$ cat src/rtl/lgn_argmax_stream.sv
// Streaming popcount arg-max scorer; LGN_ARGMAX_MARGIN_EN adds best-minus-runner-up margin output.
// Latency: result valid 1 cycle after the final beat of a frame is accepted.
// Backpressure: in_ready drops while a result waits; result held until out_ready, clear discards it.
module lgn_argmax_stream #(
    parameter  int CATEGORIES        = 10,
    parameter  int BITS_PER_CATEGORY = 255,
    parameter  int CHUNK_W           = 64,
    localparam int BEATS             = (BITS_PER_CATEGORY + CHUNK_W - 1) / CHUNK_W,
    localparam int SUM_W             = $clog2(BITS_PER_CATEGORY + 1),
    localparam int IDX_W             = (CATEGORIES > 1) ? $clog2(CATEGORIES) : 1
) (
    input  logic               clk,
    input  logic               rst_n,
    input  logic               clear,
    input  logic               in_valid,
    output logic               in_ready,
    input  logic [CHUNK_W-1:0] in_bits,
    output logic               out_valid,
    input  logic               out_ready,
    output logic [IDX_W-1:0]   out_index,
    output logic [SUM_W-1:0]   out_value,
    output logic [SUM_W-1:0]   out_margin
);

    localparam int BCNT_W    = (BEATS > 1) ? $clog2(BEATS) : 1;
    localparam int LAST_BITS = BITS_PER_CATEGORY - (BEATS - 1) * CHUNK_W;
    localparam logic [CHUNK_W-1:0] LAST_MASK = {CHUNK_W{1'b1}} >> (CHUNK_W - LAST_BITS);

    typedef enum logic {ST_ACCUM, ST_OUTPUT} state_t;

    state_t             r_state;
    state_t             w_state_nxt;
    logic [BCNT_W-1:0]  r_beat;
    logic [IDX_W-1:0]   r_cat;
    logic [SUM_W-1:0]   r_acc;
    logic [SUM_W-1:0]   r_best;
    logic [IDX_W-1:0]   r_best_idx;
    logic [IDX_W-1:0]   r_out_index;
    logic [SUM_W-1:0]   r_out_value;

    logic               w_accept;
    logic               w_last_beat;
    logic               w_last_cat;
    logic [CHUNK_W-1:0] w_masked;
    logic [SUM_W-1:0]   w_pop;
    logic [SUM_W-1:0]   w_cand;
    logic               w_take;
    logic [SUM_W-1:0]   w_best_nxt;
    logic [IDX_W-1:0]   w_idx_nxt;

    assign w_accept    = (r_state == ST_ACCUM) && in_valid && !clear;
    assign w_last_beat = (r_beat == BCNT_W'(BEATS - 1));
    assign w_last_cat  = (r_cat == IDX_W'(CATEGORIES - 1));
    assign w_masked    = w_last_beat ? (in_bits & LAST_MASK) : in_bits;

    always_comb begin
        w_pop = '0;
        for (int i = 0; i < CHUNK_W; i++) begin
            w_pop = w_pop + SUM_W'(w_masked[i]);
        end
    end

    // Strict compare keeps ties on the lowest category index.
    assign w_cand     = r_acc + w_pop;
    assign w_take     = (r_cat == '0) || (w_cand > r_best);
    assign w_best_nxt = w_take ? w_cand : r_best;
    assign w_idx_nxt  = w_take ? r_cat : r_best_idx;

`ifdef LGN_ARGMAX_MARGIN_EN
    logic [SUM_W-1:0] r_second;
    logic [SUM_W-1:0] w_second_nxt;
    logic [SUM_W-1:0] r_out_margin;

    always_comb begin
        w_second_nxt = r_second;
        if (r_cat == '0) begin
            w_second_nxt = '0;
        end else if (w_cand > r_best) begin
            w_second_nxt = r_best;
        end else if (w_cand > r_second) begin
            w_second_nxt = w_cand;
        end
    end

    always_ff @(posedge clk or negedge rst_n) begin
        if (!rst_n) begin
            r_second     <= '0;
            r_out_margin <= '0;
        end else if (clear || (r_state == ST_OUTPUT && out_ready)) begin
            r_second <= '0;
        end else if (w_accept && w_last_beat) begin
            if (w_last_cat) begin
                r_second     <= '0;
                r_out_margin <= w_best_nxt - w_second_nxt;
            end else begin
                r_second <= w_second_nxt;
            end
        end
    end

    assign out_margin = r_out_margin;
`else
    assign out_margin = '0;
`endif

    always_ff @(posedge clk or negedge rst_n) begin
        if (!rst_n) begin
            r_state <= ST_ACCUM;
        end else begin
            r_state <= w_state_nxt;
        end
    end

    always_comb begin
        w_state_nxt = r_state;
        in_ready    = 1'b0;
        out_valid   = 1'b0;
        case (r_state)
            ST_ACCUM: begin
                in_ready = 1'b1;
                if (w_accept && w_last_beat && w_last_cat) begin
                    w_state_nxt = ST_OUTPUT;
                end
            end
            ST_OUTPUT: begin
                out_valid = 1'b1;
                if (out_ready) begin
                    w_state_nxt = ST_ACCUM;
                end
            end
            default: w_state_nxt = ST_ACCUM;
        endcase
        if (clear) begin
            w_state_nxt = ST_ACCUM;
        end
    end

    // Trackers are zeroed as the frame closes so the next frame starts clean.
    always_ff @(posedge clk or negedge rst_n) begin
        if (!rst_n) begin
            r_beat      <= '0;
            r_cat       <= '0;
            r_acc       <= '0;
            r_best      <= '0;
            r_best_idx  <= '0;
            r_out_index <= '0;
            r_out_value <= '0;
        end else if (clear || (r_state == ST_OUTPUT && out_ready)) begin
            r_beat     <= '0;
            r_cat      <= '0;
            r_acc      <= '0;
            r_best     <= '0;
            r_best_idx <= '0;
        end else if (w_accept) begin
            if (w_last_beat) begin
                r_beat <= '0;
                r_acc  <= '0;
                if (w_last_cat) begin
                    r_cat       <= '0;
                    r_best      <= '0;
                    r_best_idx  <= '0;
                    r_out_index <= w_idx_nxt;
                    r_out_value <= w_best_nxt;
                end else begin
                    r_cat      <= r_cat + IDX_W'(1);
                    r_best     <= w_best_nxt;
                    r_best_idx <= w_idx_nxt;
                end
            end else begin
                r_beat <= r_beat + BCNT_W'(1);
                r_acc  <= w_cand;
            end
        end
    end

    assign out_index = r_out_index;
    assign out_value = r_out_value;

endmodule

$ cat config.mk
export PLATFORM = sky130hd
export DESIGN_NAME = lgn_argmax_stream
export DESIGN_NICKNAME = d
export VERILOG_FILES = /design/src/rtl/lgn_argmax_stream.sv
export SDC_FILE = /design/constraint.sdc
export NUM_CORES = 1
export LEC_CHECK = 0
export ABC_AREA = 1
export CORE_UTILIZATION = 40
export DETAILED_ROUTE_END_ITERATION = 6
export PLACE_DENSITY = 0.66
export SYNTH_ARGS = -nofsm -noshare
export SYNTH_HDL_FRONTEND = slang
export SYNTH_SLANG_ARGS = --single-unit
$ cat constraint.sdc
create_clock -name clk -period 7.8 [get_ports clk]
set_input_delay 1.17 -clock clk [delete_from_list [all_inputs] [get_ports clk]]
set_output_delay 1.17 -clock clk [all_outputs]
set_load 0.02 [all_outputs]
* Word level (Yosys, flattened, before mapping)
Cells that the tools add are included.
Storage, ports and cells: word-level logic and storage cells 119, output and inout port bits 22, register bits after elaboration 39
Operators by class: bitwise gates (word level) 2, multiplexer cells 27, order comparisons 1, reductions and logical operators 13, add/sub/neg operators 66, eq/ne operators 2
Operators with widths (count):
- $add A8 B1 Y8 | 56
- $mux W64 | 1
- $mux W8 | 8
- $mux W4 | 9
- $add A7 B1 Y8 | 1
- $add A8 B8 Y8 | 1
- $gt A8 B8 Y1 | 1
- $add A6 B1 Y7 | 1
- $add A5 B1 Y6 | 1
- $mux W2 | 3
- $add A4 B1 Y5 | 1
- $logic_and A1 B1 Y1 | 5
- $mux W1 | 5
- $add A3 B1 Y4 | 1
- $add A4 B1 Y4 const B | 1
- $eq A4 B4 Y1 const B | 1
- $logic_not A4 Y1 | 1
- $reduce_and A4 Y1 | 1
- $reduce_bool A2 Y1 | 2
- $add A2 B1 Y3 | 1
- $add A1 B1 Y2 | 1
- $add A2 B1 Y2 const B | 1
- $eq A2 B2 Y1 const B | 1
- $logic_or A1 B1 Y1 | 2
- 4 further kinds | 5

* Longest topological paths before layout
word-level depth 73, gate-level depth with buffers 33, mapped depth without buffers 32

* Least setup slack after synthesis
Ideal clock, no wire load.
path kind in2reg, start point input port in_bits[17], end point register r_out_index[1] (netlist: out_index[1]), cell stages on the path 29, path slack 0.231 ns, arrival 7.452 ns, path through fa_1 -> inv_1 -> fa_1 -> inv_1 -> fa_1 -> inv_1 -> fa_1 -> fa_1 -> fa_1 -> fa_1 -> fa_1 -> fa_1 -> fa_1 -> nand3b_1 -> nand2_1 -> nand3_1 -> nand2_1 -> nand2_1 -> nand2_1 -> inv_1 -> ha_1 -> nand2_1 -> nor2_2 -> nand4_2 -> nand2_2 -> buf_4 -> nand3_1 -> nand3_1 -> nand2_1
On the way: longest elaborated chain between the ends 52
Ends and longest elaborated chain:
- from (decl) | line 17 | input logic [CHUNK_W-1:0] in_bits,
- $mux W64 | line 54 | assign w_masked = w_last_beat ? (in_bits & LAST_MASK) : in_bits;
- $add A8 B1 Y8 (47 in a row) | line 59 | w_pop = w_pop + SUM_W'(w_masked[i]);
- $add A8 B8 Y8 | line 64 | assign w_cand = r_acc + w_pop;
- $gt A8 B8 Y1 | line 65 | assign w_take = (r_cat == '0) || (w_cand > r_best);
- $logic_or A1 B1 Y1 | line 65
- $mux W4 | line 67 | assign w_idx_nxt = w_take ? r_cat : r_best_idx;
- to (signal assigned) | line 162 | r_out_index <= w_idx_nxt;
- to (decl) | line 38 | logic [IDX_W-1:0] r_out_index;
Every way passes these cells. A chain may end at the register's enable or synchronous reset.

* Worst setup path after layout
start point input port in_bits[11], end point register r_best[5]
On the way: longest elaborated chain between the ends 62
Ends and longest elaborated chain:
- $mux W64 (*) | line 54
- $add A8 B1 Y8 (*) (53 in a row) | line 59
- $add A8 B8 Y8 (*) | line 64
- $gt A8 B8 Y1 | line 65
- $logic_or A1 B1 Y1 | line 65
- $mux W8 (*) | line 66 | assign w_best_nxt = w_take ? w_cand : r_best;
- $mux W8 (*) | line 158 | if (w_last_cat) begin
- $mux W8 (*) | line 155 | if (w_last_beat) begin
- $mux W8 (*) | line 154 | end else if (w_accept) begin
- $mux W8 (*) | line 148 | end else if (clear || (r_state == ST_OUTPUT && out_ready)) begin
- to (signal assigned) | line 166 | r_best <= w_best_nxt;
- to (decl) | line 36 | logic [SUM_W-1:0] r_best;
Mark *: on every way between the ends. The rest lies on a longest branch, timed or not. The select of a mux whose other input is x is not followed.

==> run_results.csv <==
group,metric,value,unit
run_status,status,"complete, no violations",
setup_path,path_buf_inv,4,
route,drc_errors,0,
clock_tree,numClockSinks,39,
setup_path,cp-start-kind,"primary input",
run,max_cap_violations,0,
setup_path,arrival,7.85,ns
synth,ys_ff_latch,39,
setup_path,crit_type,"in2reg",
place,dp_hpwl,7330,um
grt,antenna_found_initial,0,
sta,max_freq,131,MHz
synth,syn_inst,478,
floorplanning,coreArea,0.00991,sq mm
synth,synth_cell_types,27,
setup_path,crit_family,"adder cells",
route,drt-total-wl,8860,um
grt,gr-usage-met1,24.6,%
place,io_buffers,82,
setup_path,critical_path_required,7.99,ns
clock_tree,hold_buffers,0,
sta,tightest_slew,0.882,ns
grt,grt_overflow,0,
clock_tree,clk_pin_slew,0.08,ns
synth,synth_top_area_share,27.1,%
setup_path,path_common_cell,"fa_1",
clock_tree,cts_tree,"done",
setup_path,cp-end-kind,"flop",
grt,grt_max_degree,40,
synth,yosys.area.top_type,"fa_1",
clock_tree,htree_levels,2,
floorplanning,rows,36,
grt,grt_pass1_vias,3387,
sta,drv_slew,0,
route,route.vias.total,3210,
setup_path,critPathMaxFanout,6,
synth,synth_seq_area_share,23.6,%
sta,rsz0062_at_grt,"true",
sta,period_share,98.1,%
synth,synth_most_common_cell,"inv_1",
synth,synth_area,0.00414,sq mm
worst_hold_path,min_path_type,"reg2reg",
floorplanning,die_area,0.0107,sq mm
final_layout,drive_gt1_share,18.3,%
floorplanning,io_pins,91,
synth,ys_warn_count,0,
sta,slew_headroom,41.1,%
final_layout,num_antenna_cells,0,
route,avgViaCountPerCell,4.55,
floorplanning,die_y,104,um
clock_tree,cts.path.max_buffers,2,
route,route.antenna.remaining_nets,0,
synth,synth.area.top_cells,"fa_1, dfrtp_1, inv_1",
floorplanning,initial_core_util,41.7,%
final_layout,num-fill-cells,930,
setup_path,crit_path_top_delay_cell,"fa_1",
grt,grt.busiest_layer,"met2",
floorplanning,die_w,104,um
grt,track_usage,17.8,%
sta,fin_worst_skew,0.00686,ns
synth,synth_edf_count,0,
synth,syn_area_per_cell,8.65,sq um
route,wl_per_cell,12.6,um
synth,async_reset_ff_share,100,%
grt,globalRouteMet2Util,28.9,%
synth,synth_common_cells,"inv_1, nand2_1, fa_1",
setup_path,max_stage_delay,0.54,ns
clock_tree,clock_latency,0.30,ns
final_layout,finalCoreUtilization,53.8,%
sta,period_needed,7.66,ns
sta,setup_viol,0,
grt,grt_pass1_wl,15600,um
sta,hold_violations,0,
clock_tree,clockRootBuffer,"clkbuf_8",
grt,grt.met3_usage,3.46,%
synth,synth-main-ff-cell,"dfrtp_1",
route,dr.pass1.iters,4,
final_layout,nets,733,
route,drt_iter0_drc,146,
setup_path,regToRegSetupSlack,0.81,ns
clock_tree,cts-buffers-inserted,5,
place,gp_congestion,0.835,
final_layout,area_growth,28.8,%
final timing paths:
| path | startpoint | to | depth (start not counted) |
|---|---|---|---|
| setup / recovery | in_bits[11] | r_best[5]$_DFFE_PN0P_ | 28 |
| hold / removal | out_value[6]$_DFFE_PN0P_ | out_value[6]$_DFFE_PN0P_ | 2 |
| setup reg to reg | r_acc[0]$_DFFE_PN0P_ | r_best[5]$_DFFE_PN0P_ | 29 |
| hold reg to reg | out_value[6]$_DFFE_PN0P_ | out_value[6]$_DFFE_PN0P_ | 2 |
| max in group asynchronous | rst_n | r_beat[0]$_DFFE_PN0P_ | 1 |
| min in group asynchronous | rst_n | out_value[5]$_DFFE_PN0P_ | 1 |
sequential cells by signal, indices dropped and copies added, names as in the netlist:
signal	cells
r_best	8
r_cat	4
r_state	1
r_acc	8
r_beat	2
out_value	8
r_best_idx	4
out_index	4
through the flow:
stage / area, sq um / setup slack [ns] / setup TNS, ns / std cells / hold slack [ns]
detailed placement: 5100 / -0.630 / -14.21 / 695 / 0.465
global route: 5330 / -0.124 / -1.76 / 706 / 0.508
floorplan: 4160 / 0.231 / 0 / 485 / 0.449
global placement: 5100 / -0.493 / -10.74 / 695 / 0.461
CTS: 5270 / -0.0269 / -0.0499 / 706 / 0.479
finish: 5330 / 0.144 / 0 / 706 / 0.480
routing by layer:
metal | wire, um | vias to the layer above
met1 | 4090 | 1531
met5 | 0 | -
li1 | - | 1593
met4 | 103 | 0
met2 | 4310 | 75
met3 | 361 | 11
worst min-delay path, cell delays in order (launching register included):
cell,delay [ns]
dfrtp_1,0.34
nand2_1,0.05
nand2_1,0.05
kinds of logic after synthesis:
family / synth area share, %
adders and majority gates: 38.0
buffers and inverters: 15.8
AOI/OAI and AO/OA: 3.33
xor gates and xnor gates: 1.06
DFF: 23.6
and+or+nand+nor: 18.2
other: 0.0907
placed cells by master (no fill, tap or decap), types with 2 or more instances in the layout:
cell             count
clkbuf_8             7
buf_4               12
ha_1                36
clkbuf_2            13
nand3_2             14
o22ai_1              4
fa_2                 2
nand3_1             35
a21o_1               2
dfrtp_1             39
nor2_1               2
nand3b_1             3
xnor2_1              4
nand2_1             89
inv_2               28
dlymetal6s2s_1       7
buf_6                4
clkdlybuf4s50_1     49
nand2_2              9
conb_1               8
nand3_4              4
o21ai_0             10
a21oi_1              5
nand2_4              2
dlygate4sd2_1        6
a21oi_2              3
clkdlybuf4s15_1      3
nor2_4               3
fa_1                54
inv_1              110
layout make-up:
type,count,area [sq um],share of cell area (%)
tap,133,166,3.12
multi-input combinational,292,2690,50.4
clock buffer,8,100,1.88
timing repair buffer,96,881,16.5
sequential,39,976,18.3
inverter,138,518,9.72
timing repair:
item,CTS,global route
pin swaps,30,34
setup buffers,1,0
endpoints found under the hold margin,0,0
gates resized for setup,50,80
gates cloned,2,0
setup endpoints to repair,24,24
Power is left out: the tool's default activity adds up to more than one toggle a clock period on the data nets, which glitch-free logic cannot reach.
